### config.mk
export PLATFORM = sky130hd
export DESIGN_NAME = trace_arbiter
export DESIGN_NICKNAME = d
export VERILOG_FILES = /design/src/rtl/trace_arbiter.sv
export SDC_FILE = /design/constraint.sdc
export NUM_CORES = 1
export LEC_CHECK = 0
export ABC_AREA = 1
export CORE_MARGIN = 4
export CORE_UTILIZATION = 30
export DETAILED_ROUTE_END_ITERATION = 12
export PLACE_DENSITY = 0.61
export SLEW_MARGIN = 25
export SYNTH_ARGS = -nofsm -noshare
export SYNTH_HDL_FRONTEND = slang
export SYNTH_SLANG_ARGS = --single-unit
### constraint.sdc
create_clock -name clk -period 6.6 [get_ports clk]
set_input_delay 1.32 -clock clk [delete_from_list [all_inputs] [get_ports clk]]
set_output_delay 1.32 -clock clk [all_outputs]
set_load 0.1 [all_outputs]
### src/rtl/trace_arbiter.sv
// Round-robin trace arbiter: each tile has a one-word holding register that is drained
// into the shared trace_buffer write port at one word per cycle, tagged with its source tile.
module trace_arbiter #(
  parameter int Fpay     = 32,
  parameter int Tile_num = 4,
  parameter int DROPw    = 8,
  parameter int IDw      = $clog2(Tile_num)
) (
  input  logic                      clk,
  input  logic                      reset,
  input  logic [Tile_num*Fpay-1:0]  din_all,
  input  logic [Tile_num-1:0]       wr_all,
  input  logic [Tile_num-1:0]       ip_select,
  input  logic                      tb_full,
  input  logic                      clear_cnt,
  output logic                      wr_en,
  output logic [Fpay-1:0]           dout,
  output logic [IDw-1:0]            src_id,
  output logic [Tile_num-1:0]       pend_all,
  output logic [Tile_num*DROPw-1:0] drop_cnt_all
);

  logic [Fpay-1:0]     hold_p0 [Tile_num];
  logic [DROPw-1:0]    drop_cnt [Tile_num];
  logic [IDw-1:0]      last_gnt;
  logic                gnt_vld;
  logic [IDw-1:0]      gnt_id;
  logic [Tile_num-1:0] gnt_oh;
  logic [Tile_num-1:0] cap;
  logic [Tile_num-1:0] acc;
  logic [Tile_num-1:0] drp;

  function automatic logic [DROPw-1:0] sat_inc(input logic [DROPw-1:0] v);
    return (v == {DROPw{1'b1}}) ? v : v + 1'b1;
  endfunction

  // Search starts one past the last grant so every pending tile is served within Tile_num cycles.
  always_comb begin
    logic [IDw-1:0] cand;
    gnt_vld = 1'b0;
    gnt_id  = '0;
    cand    = '0;
    if (!tb_full) begin
      for (int k = 1; k <= Tile_num; k++) begin
        cand = IDw'((int'(last_gnt) + k) % Tile_num);
        if (!gnt_vld && pend_all[cand]) begin
          gnt_vld = 1'b1;
          gnt_id  = cand;
        end
      end
    end
  end

  // A tile being drained this cycle may refill its holding register in the same cycle.
  always_comb begin
    gnt_oh = '0;
    for (int i = 0; i < Tile_num; i++)
      gnt_oh[i] = gnt_vld && (gnt_id == IDw'(i));
    cap = wr_all & ip_select;
    acc = cap & (~pend_all | gnt_oh);
    drp = cap & ~acc;
  end

  always_ff @(posedge clk) begin
    if (reset) begin
      wr_en    <= 1'b0;
      dout     <= '0;
      src_id   <= '0;
      pend_all <= '0;
      last_gnt <= IDw'(Tile_num - 1);
      for (int i = 0; i < Tile_num; i++) begin
        hold_p0[i]  <= '0;
        drop_cnt[i] <= '0;
      end
    end else begin
      wr_en <= gnt_vld;
      if (gnt_vld) begin
        dout     <= hold_p0[gnt_id];
        src_id   <= gnt_id;
        last_gnt <= gnt_id;
      end
      for (int i = 0; i < Tile_num; i++) begin
        if (acc[i])
          hold_p0[i] <= din_all[i*Fpay +: Fpay];
        pend_all[i] <= acc[i] | (pend_all[i] & ~gnt_oh[i]);
        if (clear_cnt)
          drop_cnt[i] <= '0;
        else if (drp[i])
          drop_cnt[i] <= sat_inc(drop_cnt[i]);
      end
    end
  end

  always_comb begin
    drop_cnt_all = '0;
    for (int i = 0; i < Tile_num; i++)
      drop_cnt_all[i*DROPw +: DROPw] = drop_cnt[i];
  end

endmodule

==> flow_metrics.tcl <==
set metrics [dict create \
    finalCritPeriodShare_pct 57.59 \
    dp_hpwl_um 20270 \
    crit_top_cell "nand2_2" \
    grt_overflow 0 \
    syn-instance-count 1206 \
    cts.clk_slew.worst_paths_ns 0.06 \
    gp_congestion 0.8521 \
    report.final.slew_viol_count 0 \
    powerDensity_nw_per_um2 421.3 \
    skew_ns 0.01317 \
    grt_max_degree 87 \
    dr_total_vias 8021 \
    p_clk_share_pct 22.3 \
    cpMaxStageDelayCell "nand2_4" \
    synth_warnings 0 \
    post_cts_buffers 0 \
    routedWlPerCell_um 14.96 \
    clockBufferDepth 3 \
    reg2regPathDepth 14 \
    hold_end "src_id[1]" \
    portBuffers 210 \
    hp-start "src_id[1]" \
    die_h_um 192.6 \
    synth-edff-count 160 \
    synth_seq_area_share_pct 55.00 \
    yosys.area.top_type "edfxtp_1" \
    startpoint "tb_full" \
    finalSetupViolCount 0 \
    vdd_ir_drop_max_uv 394.7 \
    tightest_slew_ns 1.057 \
    gr-usage-all-layers_pct 14.62 \
    switching_share_pct 47.00 \
    drcViolationCount 0 \
    critPathCaptureType "flip-flop" \
    rsz0062_at_grt "no" \
    cts_hold_buf 0 \
    path_cells "clkdlybuf4s50_1 > inv_1 > nand2_2 > inv_4 > nand2_4 > nand3_2 > nand2_2 > nand2_1 > nand2_2" \
    power.total_mw 5.681 \
    comb_power_share_pct 48.0 \
    criticalPathCategory "input pin to flip-flop" \
    fin_crit_ns 3.801 \
    die_x_um 192.6 \
    postRouteAntennaNets 0 \
    synthDistinctLibCells 35 \
    hold_violations 0 \
    startpoint_type "input pin" \
    tns_ns 0 \
    async_flop_share_pct 0 \
    hp-class "flip-flop to flip-flop" \
    grt_pass1_vias 7837 \
    power_frac_seq_pct 29.7 \
    holdPathStages 2 \
    arrival_ns 3.86 \
    core-area_um2 33620 \
    ctsResizeCount 0 \
    cts.sinks 201 \
    syn2layout_area_growth_pct 31.86 \
    via_per_inst 4.310 \
    syn-num-nets 1350 \
    insertion_delay_ns 0.50 \
    synth_top_area_share_pct 46.98 \
    r2r_end "hold_p0[0][4]" \
    drt_iter0_markers 479 \
    synth.area.top_cells "edfxtp_1 (47%), inv_1 (11%), nand3_1 (9.0%)" \
    nNetsFinal 1540 \
    initial_utilization_pct 30.42 \
    relSlewSlack_pct 29.28 \
    ys_seq_elements 201 \
    cts_buffers 23 \
    cpPeakStageDelay_ns 0.53 \
    max_cap_viol_count 0 \
    grt_pass1_wl_um 42650 \
    cts_tree "done" \
    fmax_mhz 263.1 \
    power.net_switching_mw 2.670 \
    rows 67 \
    run_status "finished clean" \
    h-tree-depth 1 \
    dr.pass1.iters 5 \
    cp.required_ns 6.66 \
    critPathMaxFanout 70 \
    syn_area_um2 10230 \
    layout-drive-gt1-share_pct 9.278 \
    grt_antenna_before_repair 1 \
    p_int_mw 3.011 \
    root_buffer "clkbuf_16" \
    syn-mean-instance-area_um2 8.480 \
    synthFlopType "edfxtp_1" \
    r2r_slack_ns 2.83 \
    power.leakage_nw 6.108 \
    num_io_pins 211 \
    timing.rr.start "last_gnt[0]" \
    totalWireLength_um 27850 \
    fp.dieArea_um2 37110 \
]
registers in the layout, indices dropped and copies added, names as in the netlist:
name	count
hold_p0	128
dout	32
drop_cnt	32
pend_all	4
last_gnt	2
src_id	2
wr_en	1
layout by cell type, fill, tap and decap left out, types with 2 or more instances in the layout:
master,count
clkbuf_8,3
a21oi_1,8
clkinv_4,2
bufinv_16,2
nor3b_1,2
ha_1,4
inv_1,306
nand2_1,154
clkinv_1,3
nand3_2,4
nor2_2,61
clkinvlp_4,2
dfxtp_1,41
inv_4,2
xnor2_1,12
o21ai_1,3
nand3_1,183
nand4_1,2
clkdlybuf4s50_1,209
xor2_1,11
o21ai_4,5
and3_1,2
clkbuf_16,23
nand3_4,2
edfxtp_1,160
buf_16,3
clkinv_2,6
buf_4,5
nand2_2,4
nor2_1,175
o211ai_1,2
worst max-delay path by stage:
stage | end | slack (ns) | depth (start not counted)
finish | hold_p0[0][4] | 2.80 | 9
global route | hold_p0[0][4] | 2.31 | 14
CTS | drop_cnt[0][7] | 2.48 | 13
detailed placement | drop_cnt[0][5] | 1.97 | 8
global placement | drop_cnt[0][4] | 2.14 | 8
floorplan | hold_p0[3][0] | 1.74 | 10
synthesized netlist by cell type, types with 2 or more instances:
cell	n
inv_1	306
nand3_1	184
nor2_1	175
edfxtp_1	160
nand2_1	156
nor2_2	61
dfxtp_1	41
buf_2	27
xnor2_1	12
clkbuf_1	11
xor2_1	11
buf_6	10
a21oi_1	8
o21ai_0	6
buf_4	5
ha_1	4
nand3_2	3
and3_1	2
inv_2	2
nand2_2	2
nand3_4	2
nand4_1	2
nor3b_1	2
o211ai_1	2
o21ai_4	2
routing by layer:
metal  wire (um)  global-route usage (%)  part of all wire (%)  vias up
met3        1698                   2.388                   6.1       48
li1            -                       -                     -     4072
met4         917                   4.690                   3.3        0
met5           0                       0                     0        -
met1       12550                   19.86                    45     3664
met2       12680                   23.89                    46      237
power groups by stage:
stage | Clock (mW) | Combinational, mW | Sequential (mW)
final | 1.26 | 2.73 | 1.69
after global routing | 1.36 | 2.98 | 1.71
after CTS | 1.30 | 2.75 | 1.69
after detailed placement | 0 | 2.73 | 1.71
after global placement | 0 | 2.71 | 1.71
after floorplan | 0 | 1.23 | 2.55
final cells by class:
cell class              count  area (um2)
fillers                  3355       20130
flip-flops and latches    201        5625
multi-input cells         642        3161
repair buffers            218        2217
inverters                 310        1169
clock buffers              27       620.6
well taps                 448       560.5
clock inverters            14       130.1
diodes                      1       2.502
worst max-delay path, delay by kind of cell:
kind	cells	cell delay, ns
AND/OR/NAND/NOR	6	1.58
buffers and inverters	3	0.93
cells by family after synthesis:
logic type                 synth area share (%)
adders and majority gates                0.4894
AOI/OAI and AO/OA                         1.554
buffers and inverters                     14.60
and+or+nand+nor                           26.39
xor gates and xnor gates                  1.970
DFF                                       55.00
stage by stage:
step	std cells	utilization, %	hold slack [ns]	area [um2]	setup WS (ns)
final	1861	40.12	0.4834	13490	2.799
after detailed placement	1817	37.71	0.4701	12680	1.966
after global routing	1861	40.12	0.5091	13490	2.306
after CTS	1858	39.94	0.4790	13430	2.475
after floorplan	1206	-	0.5868	10230	1.739
after global placement	1816	37.63	0.4806	12650	2.138
(Power assumes the default switching activity.)
